File: config.mk
export PLATFORM = sky130hd
export DESIGN_NAME = display_scan_ctrl
export DESIGN_NICKNAME = d
export VERILOG_FILES = /design/src/rtl/display_scan_ctrl.sv
export SDC_FILE = /design/constraint.sdc
export NUM_CORES = 1
export LEC_CHECK = 0
export BUFFER_PORTS_ARGS = -buffer_cell sky130_fd_sc_hd__clkbuf_2
export CORE_ASPECT_RATIO = 0.5
export CORE_UTILIZATION = 50
export DETAILED_ROUTE_END_ITERATION = 10
export GPL_TIMING_DRIVEN = 0
export HOLD_SLACK_MARGIN = 0.03
export PLACE_DENSITY = 0.68
export SETUP_SLACK_MARGIN = 0.05
export SYNTH_ARGS = -nofsm -noshare
export SYNTH_HDL_FRONTEND = slang
export SYNTH_SLANG_ARGS = --single-unit
File: constraint.sdc
create_clock -name clock -period 3.7 [get_ports clock]
set_input_delay 0.74 -clock clock [delete_from_list [all_inputs] [get_ports clock]]
set_output_delay 0.74 -clock clock [all_outputs]
set_load 0.02 [all_outputs]
File: src/rtl/display_scan_ctrl.sv
// Multiplexed 8-digit seven-segment scan controller.
// Each digit owns a slot of SCAN_DIV cycles. The first BLANK_CYCLES cycles of
// a slot drive everything off so the previous digit's pattern cannot ghost
// onto the next one. The remainder of the slot shows that digit's pattern.
// The pattern is latched once at the start of the show phase, so writes never
// tear a digit that is currently lit.
module display_scan_ctrl #(
    parameter int SCAN_DIV     = 2500,
    parameter int BLANK_CYCLES = 4
) (
    input  logic       clock,
    input  logic       reset,
    input  logic       disp_en,
    input  logic       wr_valid,
    output logic       wr_ready,
    input  logic [2:0] wr_addr,
    input  logic [7:0] wr_data,
    output logic [7:0] control,
    output logic [7:0] value,
    output logic       frame_done
);

    localparam int CW = (SCAN_DIV > 1) ? $clog2(SCAN_DIV) : 1;
    localparam logic [CW-1:0] SLOT_LAST = CW'(SCAN_DIV - 1);
    localparam logic [CW-1:0] BLANK_END = CW'(BLANK_CYCLES);

    typedef enum logic {
        BLANK = 1'b0,
        SHOW  = 1'b1
    } state_t;

    state_t         state;
    state_t         state_next;
    logic [CW-1:0]  slot_count;
    logic [CW-1:0]  slot_count_next;
    logic [2:0]     digit;
    logic [2:0]     digit_next;
    logic           slot_wrap;
    logic           wr_accept;
    logic [7:0]     control_next;
    logic [7:0]     value_next;
    logic           frame_done_next;
    logic [7:0]     pattern_buf [8];

    // A write is taken only when both sides agree on the same edge.
    assign wr_accept = wr_valid && wr_ready;

    // Pattern buffer: every digit powers up showing "0", one entry per write.
    always_ff @(posedge clock or posedge reset) begin
        if (reset) begin
            for (int i = 0; i < 8; i++) begin
                pattern_buf[i] <= 8'hC0;
            end
        end else if (wr_accept) begin
            pattern_buf[wr_addr] <= wr_data;
        end
    end

    // Ready drops for exactly one cycle after each accepted write.
    always_ff @(posedge clock or posedge reset) begin
        if (reset) begin
            wr_ready <= 1'b0;
        end else begin
            wr_ready <= !wr_accept;
        end
    end

    // Next-state and output decode; outputs are computed from the values the
    // counter and digit will hold after this edge so they can be registered.
    always_comb begin
        slot_wrap       = 1'b0;
        slot_count_next = slot_count;
        digit_next      = digit;
        state_next      = state;
        control_next    = 8'hFF;
        value_next      = value;
        frame_done_next = 1'b0;

        slot_wrap = (slot_count == SLOT_LAST);
        if (slot_wrap) begin
            slot_count_next = '0;
            digit_next      = digit + 3'd1;
        end else begin
            slot_count_next = slot_count + CW'(1);
        end
        frame_done_next = slot_wrap && (digit == 3'd7);

        state_next = (slot_count_next < BLANK_END) ? BLANK : SHOW;

        case (state_next)
            BLANK: begin
                value_next = 8'hFF;
            end
            SHOW: begin
                if (state == BLANK) begin
                    value_next = pattern_buf[digit_next];
                end
                if (disp_en) begin
                    control_next = ~(8'h01 << digit_next);
                end
            end
            default: begin
                value_next = 8'hFF;
            end
        endcase
    end

    // State, slot position and registered display outputs.
    always_ff @(posedge clock or posedge reset) begin
        if (reset) begin
            state      <= BLANK;
            slot_count <= '0;
            digit      <= 3'd0;
            control    <= 8'hFF;
            value      <= 8'hFF;
            frame_done <= 1'b0;
        end else begin
            state      <= state_next;
            slot_count <= slot_count_next;
            digit      <= digit_next;
            control    <= control_next;
            value      <= value_next;
            frame_done <= frame_done_next;
        end
    end

endmodule
# Word level (Yosys, flattened, before mapping)
# Cells that the tools add are included.
# classes
add_sub_neg	2
mul	0
n_div	0
n_lt_le_gt_ge	4
eq_ne	3
shift	1
muxes	13
bitwise	3
n_reduce_logical	4
# op_table
operator	n
bitwise mux 64 bit	1
two-way mux 8 bit	6
binary-select mux 8 bit (select 3 bit)	1
demux 8 bit (select 3 bit)	1
case mux 8 bit (2 select lines)	1
adder 12 x 1 -> 12 bit, second input constant	1
equality test 12 bit, second input constant	1
less-than comparator 12 x 3 -> 1 bit, second input constant	1
two-way mux 12 bit	1
greater-or-equal comparator 4 bit, second input constant	2
NOT 3 -> 4 bit	2
NOT 8 bit	1
left shift 1 x 3 -> 8 bit, first input constant	1
less-than comparator 4 x 1 -> 1 bit, second input constant	1
adder 3 x 1 -> 3 bit, second input constant	1
equality test 3 bit, second input constant	1
logical AND 1 bit	3
two-way mux 3 bit	1
inequality test 2 bit, second input constant	1
logical NOT 1 bit	1
two-way mux 1 bit	1
# totals
regBits	98
latch_bits	0
ramBits	0
romBits	0
input_bits	15
out_inout_bits	18
wordCells	45
n_memories	0

# Depth between registers and ports, before layout
# Gate-level depths: netlist of run 1.
# logic_depth
ltp_word	8
ltp_mapped	10
depth_no_buf	8

# Worst setup path before layout of run 1
# OpenSTA, ideal clock, no wires.
# synth_timing
path_type	flip-flop to flip-flop
start	register slot_count[0]
end	register value[6]
setup_ns	0.064
t_arrival_ns	2.304
required_time_ns	3.636
path_slack_ns	1.332
path_stages_with_launch	9
path_buffers	1
synth_period_minus_slack_ns	2.368
path_cell_list	dfrtp_1 -> ha_1 -> clkbuf_1 -> nand4_1 -> nor3_4 -> mux4_2 -> a21oi_1 -> o31ai_1 -> nand3_1
# synth_between
elab_chain_cells	8
elab_cells_between_ends	13
cone_classes	add/sub: 1; order compare: 1; eq/ne: 2; mux: 8; bitwise: 1
# synth_lines
element	line	source
from (decl)	34	logic [CW-1:0] slot_count;
from (signal assigned)	119	slot_count <= slot_count_next;
parallel branches: the longest is 8 deep, another holds adder 12 x 1 -> 12 bit	n/a	
to (signal assigned)	122	value <= value_next;
to (decl)	19	output logic [7:0] value,
# Parallel ways; which one is timed is not known. The select of a mux whose other input is x is not followed.
# A chain may end at the register's enable or synchronous reset.

# Worst setup path in the final report of run 1
# layout_timing
start	register slot_count[0]
end	register value[3]
# Same word-level chain as after synthesis.

==> results of run 1 <==
[final cells by class]
class,count,area [sq um],area share (%)
inverters,3,16.3,0.287
plain buffers,26,156,2.76
well taps,135,169,2.98
clock buffers,11,253,4.46
repair buffers,33,188,3.31
clock inverters,5,27.5,0.486
multi-input cells,278,2360,41.7
flip-flops and latches,98,2490,44.0
[synth_stat cells (all sizes together) (9+ instances only)]
master  count
a22oi      11
buf        17
clkbuf      9
dfrtp      66
dfstp      32
mux2       77
mux2i      17
nand2      21
nand3      15
nor2       23
o21ai      11
[registers in the layout (all words and copies together), names as in the netlist]
name / cells
frame_done: 1
state: 1
wr_ready: 1
control: 8
digit: 3
slot_count: 12
value: 8
pattern_buf: 64
[power by group]
group	leakage [nW]	internal, mW	switching, mW
logic	1.07	0.217	0.133
registers	1.15	1.29	0.125
clock network	0.143	0.489	0.399
[through the flow]
step | cell area [sq um] | TNS, ns | cells | total power, mW | hold WS, ns
after floorplan | 5020 | 0 | 405 | 1.67 | 0.447
after global placement | 5350 | -48.66 | 572 | 1.75 | 0.450
after detailed placement | 5380 | 0 | 573 | 1.78 | 0.467
after CTS | 5660 | 0 | 589 | 2.66 | 0.461
after global routing | 5660 | 0 | 589 | 2.77 | 0.480
final | 5660 | 0 | 589 | 2.65 | 0.433
[cells by family after synthesis]
group                    synth area share [%]
AND/OR/NAND/NOR                          11.5
flip-flops                               49.6
multiplexers                             21.1
AO/OA/AOI/OAI                            11.4
buffers and inverters                    3.39
XOR/XNOR                                 2.27
adder cells (fa/ha/maj)                 0.747
[routing by layer]
layer	GRT usage, %	wire (um)	vias up
met4	7.33	142	0
met2	38.3	5290	82
met1	35.2	5750	1799
met3	6.36	624	14
li1	-	-	1618
met5	0	0	-
[path summary, 6_finish.rpt]
check | cells past startpoint | endpoint | slack, ns | from
max in group asynchronous | 3 | pattern_buf[15]$_DFFE_PP1P_ | 2.55 | reset
worst min register to register | 1 | wr_ready$_DFF_PP0_ | 0.47 | wr_ready$_DFF_PP0_
min in group clock | 1 | wr_ready$_DFF_PP0_ | 0.47 | wr_ready$_DFF_PP0_
worst max-delay path | 8 | value[3]$_DFFE_PP1P_ | 0.70 | slot_count[0]$_DFF_PP0_
worst min-delay path | 2 | slot_count[1]$_DFF_PP0_ | 0.43 | reset
worst max register to register | 8 | value[3]$_DFFE_PP1P_ | 0.70 | slot_count[0]$_DFF_PP0_
[cell usage in the layout (no fill, tap or decap), types with 10 or more instances in the layout]
cell type  count
a22oi_1       11
mux2_2        77
dfrtp_1       66
clkbuf_2      32
mux2i_1       17
nand3_1       15
nor2_1        22
nand2_1       21
dfstp_2       32
o21ai_0       10
==> impl_metrics.ini, run 1 <==
[logic_synthesis]
yosysWarnings = 0
ys_seq_elements = 98
seq_area_frac_synth_pct = 49.6
synth_edf_count = 0
ys_types = 58
synth_fp_nets = 423
synth.cell_area_sq_um = 5020
syn_area_per_cell_sq_um = 12.4
synth.top_cell.area_share_pct = 32.9
synthFlopType = dfrtp_1
synthTopCellsByArea = dfrtp_1, mux2_2, dfstp_2, mux2i_1, a22oi_1
synthArstFlopShare_pct = 100
synth_cells = 405
synth_top_area_cell = dfrtp_1

[timing]
maxSlewHeadroom_pct = 31.8
layout_worst_path_cycle_share_pct = 81.2
tightest_slew_ns = 1.02
hold_violations = 0
finalSetupViolations = 0
rsz0062_at_grt = false
drv_slew = 0
min_period_ns = 3.00
finalClockSkew_ns = 0.00380
finalWorstSetupSlack_ns = 0.696
fmax_mhz = 333

[finish]
layout-drive-gt1-share_pct = 42.5
fill_cells = 830
antenna_cells = 0
fin_nets = 467
post-route-util_pct = 59.0
area_delta_synth_final_pct = 12.7

[critical_path]
worstSetupStartpointType = register
critPathArrivalTime_ns = 3.24
critPathMaxStageDelay_ns = 0.71
cp_slowest_cell = o31ai_4
cp.required_ns = 3.94
critPathCaptureType = register
crit_type = reg2reg
path_cells = ha_1 -> clkbuf_1 -> nand4_1 -> o31ai_4 -> nor2_1 -> a22oi_1 -> and3_1 -> o311ai_2
cp_max_fo = 10
path_delay_family = simple AND/OR/NAND/NOR gates
critical_path_buf_inv_count = 1

[clocking]
cts_tree = yes
cts_sinks = 98
cts-root-buf = clkbuf_16
cts_setup_buffers = 0
clk_pin_slew_ns = 0.07
numCtsBuffers = 9
cts_resized = 0
postCtsHoldBufs = 0
clockBufferDepth = 2
cts_max_level = 3
clk_latency_ns = 0.35

[placement]
io_buffers = 32
dpl.hpwl_mm = 7.72
gp_congestion = 0.819
dpl_worst_slack_ns = 0.781

[global_routing]
grt_antenna_before_repair = 0
grtUsageTotal_pct = 25.0
grt_pass1_vias = 3478
grt_pass1_wl_mm = 19.2
grt_max_degree = 57
gr-total-overflow = 0

[floorplanning]
coreArea_sq_um = 9600
rows = 25
dieArea_sq_um = 10500
io_pins = 33
initial_core_util_pct = 52.3
die_w_um = 144
die_h_um = 72.9

[pwr]
leakage_nw = 2.36
p_per_area_nw_per_um2 = 468
ir_drop_v = 0.000233

[detailed_routing]
wl_per_cell_um = 20.0
route.antenna.remaining_nets = 0
drcViolationCount = 0
routed_wl_mm = 11.8
drt-initial-drc-count = 323
num_vias = 3513
vias_per_cell = 5.96
drt_pre_antenna_iters = 4

[run_status]
status = finished, final reports clean

[worst_hold_path]
hold_class = in2async

[run]
max_cap_violations = 0
No activity file was read; power rests on OpenSTA's default activity.
==> run 2, diff against run 1 <==
==> constraint.sdc (replaced) <==
create_clock -name clock -period 2.9 [get_ports clock]
set_input_delay 0.58 -clock clock [delete_from_list [all_inputs] [get_ports clock]]
set_output_delay 0.58 -clock clock [all_outputs]
set_load 0.02 [all_outputs]
==> run 2 against run 1 <==
Non-clock buffer count up 7; clock power up 39%; count of clock-buffer cells in the layout down 1; cell area up 1.7%; wire length up 2.2%; worst hold slack worse by 0.19 ns; sequential cell count unchanged; highest routed layer unchanged; setup slack worse by 0.46 ns; critical path depth up 2; global-route usage up 0.35 points.
==> impl_metrics.ini, run 2 (synthesis results as in run 1) <==
[run_status]
status = finished, final reports clean

[placement]
dpl_cell_area_sq_um = 5400
gp_congestion = 0.785
dpl.hpwl_mm = 7.90
dpl_worst_slack_ns = 0.0184
io_buffers = 32

[detailed_routing]
drcViolationCount = 0
route.antenna.remaining_nets = 0
wl_per_cell_um = 20.2
routed_wl_mm = 12.1
vias_per_cell = 5.84
num_vias = 3482
drt_pre_antenna_iters = 4
drt-initial-drc-count = 217

[finish]
max_flop_register = pattern_buf
final_common_cell = mux2_2
area_delta_synth_final_pct = 14.6
antenna_cells = 0
largest_reg_flops = 64
layout-drive-gt1-share_pct = 43.8
mostFrequentLayoutCells = mux2_2, dfrtp_1, clkbuf_2
reg_top3 = pattern_buf (64), slot_count (12)
final_area_sq_um = 5760
fin_nets = 474

[critical_path]
cp_slowest_cell = dfrtp_1
crit_type = reg2reg
critPathArrivalTime_ns = 2.93
cp_max_fo = 10
r2r_cells = 10
critPathCaptureType = register
critPathMaxStageDelay_ns = 0.39
path_cells = ha_1 -> clkbuf_1 -> and4_1 -> a311oi_1 -> or2_1 -> buf_6 -> buf_6 -> and2_0 -> o31ai_1 -> nand3_1
worstSetupStartpointType = register
critical_path_buf_inv_count = 3
path_delay_family = simple AND/OR/NAND/NOR gates
cp.required_ns = 3.17
crit_top_cell = buf_6
cp-startpoint = slot_count[0]$_DFF_PP0_
r2r_slack_ns = 0.24
r2r-end = value[6]$_DFFE_PP1P_
reg2reg_from = slot_count[0]$_DFF_PP0_

[floorplanning]
initial_core_util_pct = 52.3
dieArea_sq_um = 10500
die_h_um = 72.9
die_w_um = 144
rows = 25
io_pins = 33
coreArea_sq_um = 9600

[pwr]
ir_drop_v = 0.000311
p_per_area_nw_per_um2 = 604
power_mw = 3.48
leakage_nw = 2.40

[global_routing]
grt_max_degree = 42
grtUsageTotal_pct = 25.4
grt_pass1_wl_mm = 19.2
gr-total-overflow = 0
busiest_layer = met2
use_met3_pct = 6.17
grt_pass1_vias = 3510
gr-usage-met2_pct = 39.9
grt_antenna_before_repair = 0
met1_usage_pct = 34.1

[timing]
maxSlewHeadroom_pct = 26.8
hold_violations = 0
fmax_mhz = 375
drv_slew = 0
layout_worst_path_cycle_share_pct = 91.9
min_period_ns = 2.66
finalClockSkew_ns = 0.00576
rsz0062_at_grt = false
finalSetupViolations = 0
finalWorstSetupSlack_ns = 0.236
fin_setup_tns_ns = 0
tightest_slew_ns = 1.09

[clocking]
cts_tree = yes
cts_max_level = 3
clk_latency_ns = 0.35
clk_pin_slew_ns = 0.07
clockBufferDepth = 2
cts-root-buf = clkbuf_16
cts_sinks = 98
numCtsBuffers = 9
postCtsHoldBufs = 0

[run]
max_cap_violations = 0

[worst_hold_path]
hold_class = in2async
[run 2: changes by cell type in the layout (fill, tap and decap cells not counted), sizes merged]
cell and change:
inv -1, clkinv -1, clkinvlp +2, bufinv +1, buf +6
[run 2: routing by layer]
metal | routed length (um) | share of wire, % | vias up
met5 | 0 | 0 | -
met4 | 226 | 1.9 | 0
met3 | 587 | 4.9 | 20
met2 | 5550 | 46 | 74
met1 | 5700 | 47 | 1762
li1 | - | - | 1626
[run 2: worst max path at each step]
stage	end	slack, ns	cells past startpoint
after global routing	value[6]$_DFFE_PP1P_	0.05	10
final	value[6]$_DFFE_PP1P_	0.24	10
after CTS	value[3]$_DFFE_PP1P_	0.09	9
after floorplan	value[6]$_DFFE_PP1P_	0.53	8
after global placement	value[3]$_DFFE_PP1P_	0.04	8
after detailed placement	value[3]$_DFFE_PP1P_	0.02	8
[run 2: cell type report]
cell class                      instances  area [sq um]
Fill cell                             821          3840
Sequential cell                        98          2490
Multi-Input combinational cell        278          2360
Timing Repair Buffer                   40           258
Clock buffer                           10           239
Tap cell                              135           169
Buffer                                 26           158
Clock inverter                          6          65.1
Inverter                                3          17.5
[run 2: metrics by stage]
stage | utilization, % | hold WS, ns | instances
floorplan | - | 0.447 | 405
detailed placement | 56.2 | 0.478 | 574
finish | 60.0 | 0.240 | 596
CTS | 59.9 | 0.253 | 596
global placement | 55.8 | 0.449 | 572
global route | 60.0 | 0.264 | 596
[run 2: power by group]
group / switching (mW) / internal (mW) / leakage [nW] / total, mW
clock network: 0.534 / 0.694 / 0.149 / 1.23
logic: 0.171 / 0.278 / 1.11 / 0.450
registers: 0.160 / 1.64 / 1.15 / 1.80
[run 2: timing repair]
item,4_1_cts,5_1_grt
gates resized for setup,0,1
buffers inserted,6,0
endpoints found under the setup margin,4,5
pin swaps,2,0
hold endpoints to repair,0,0
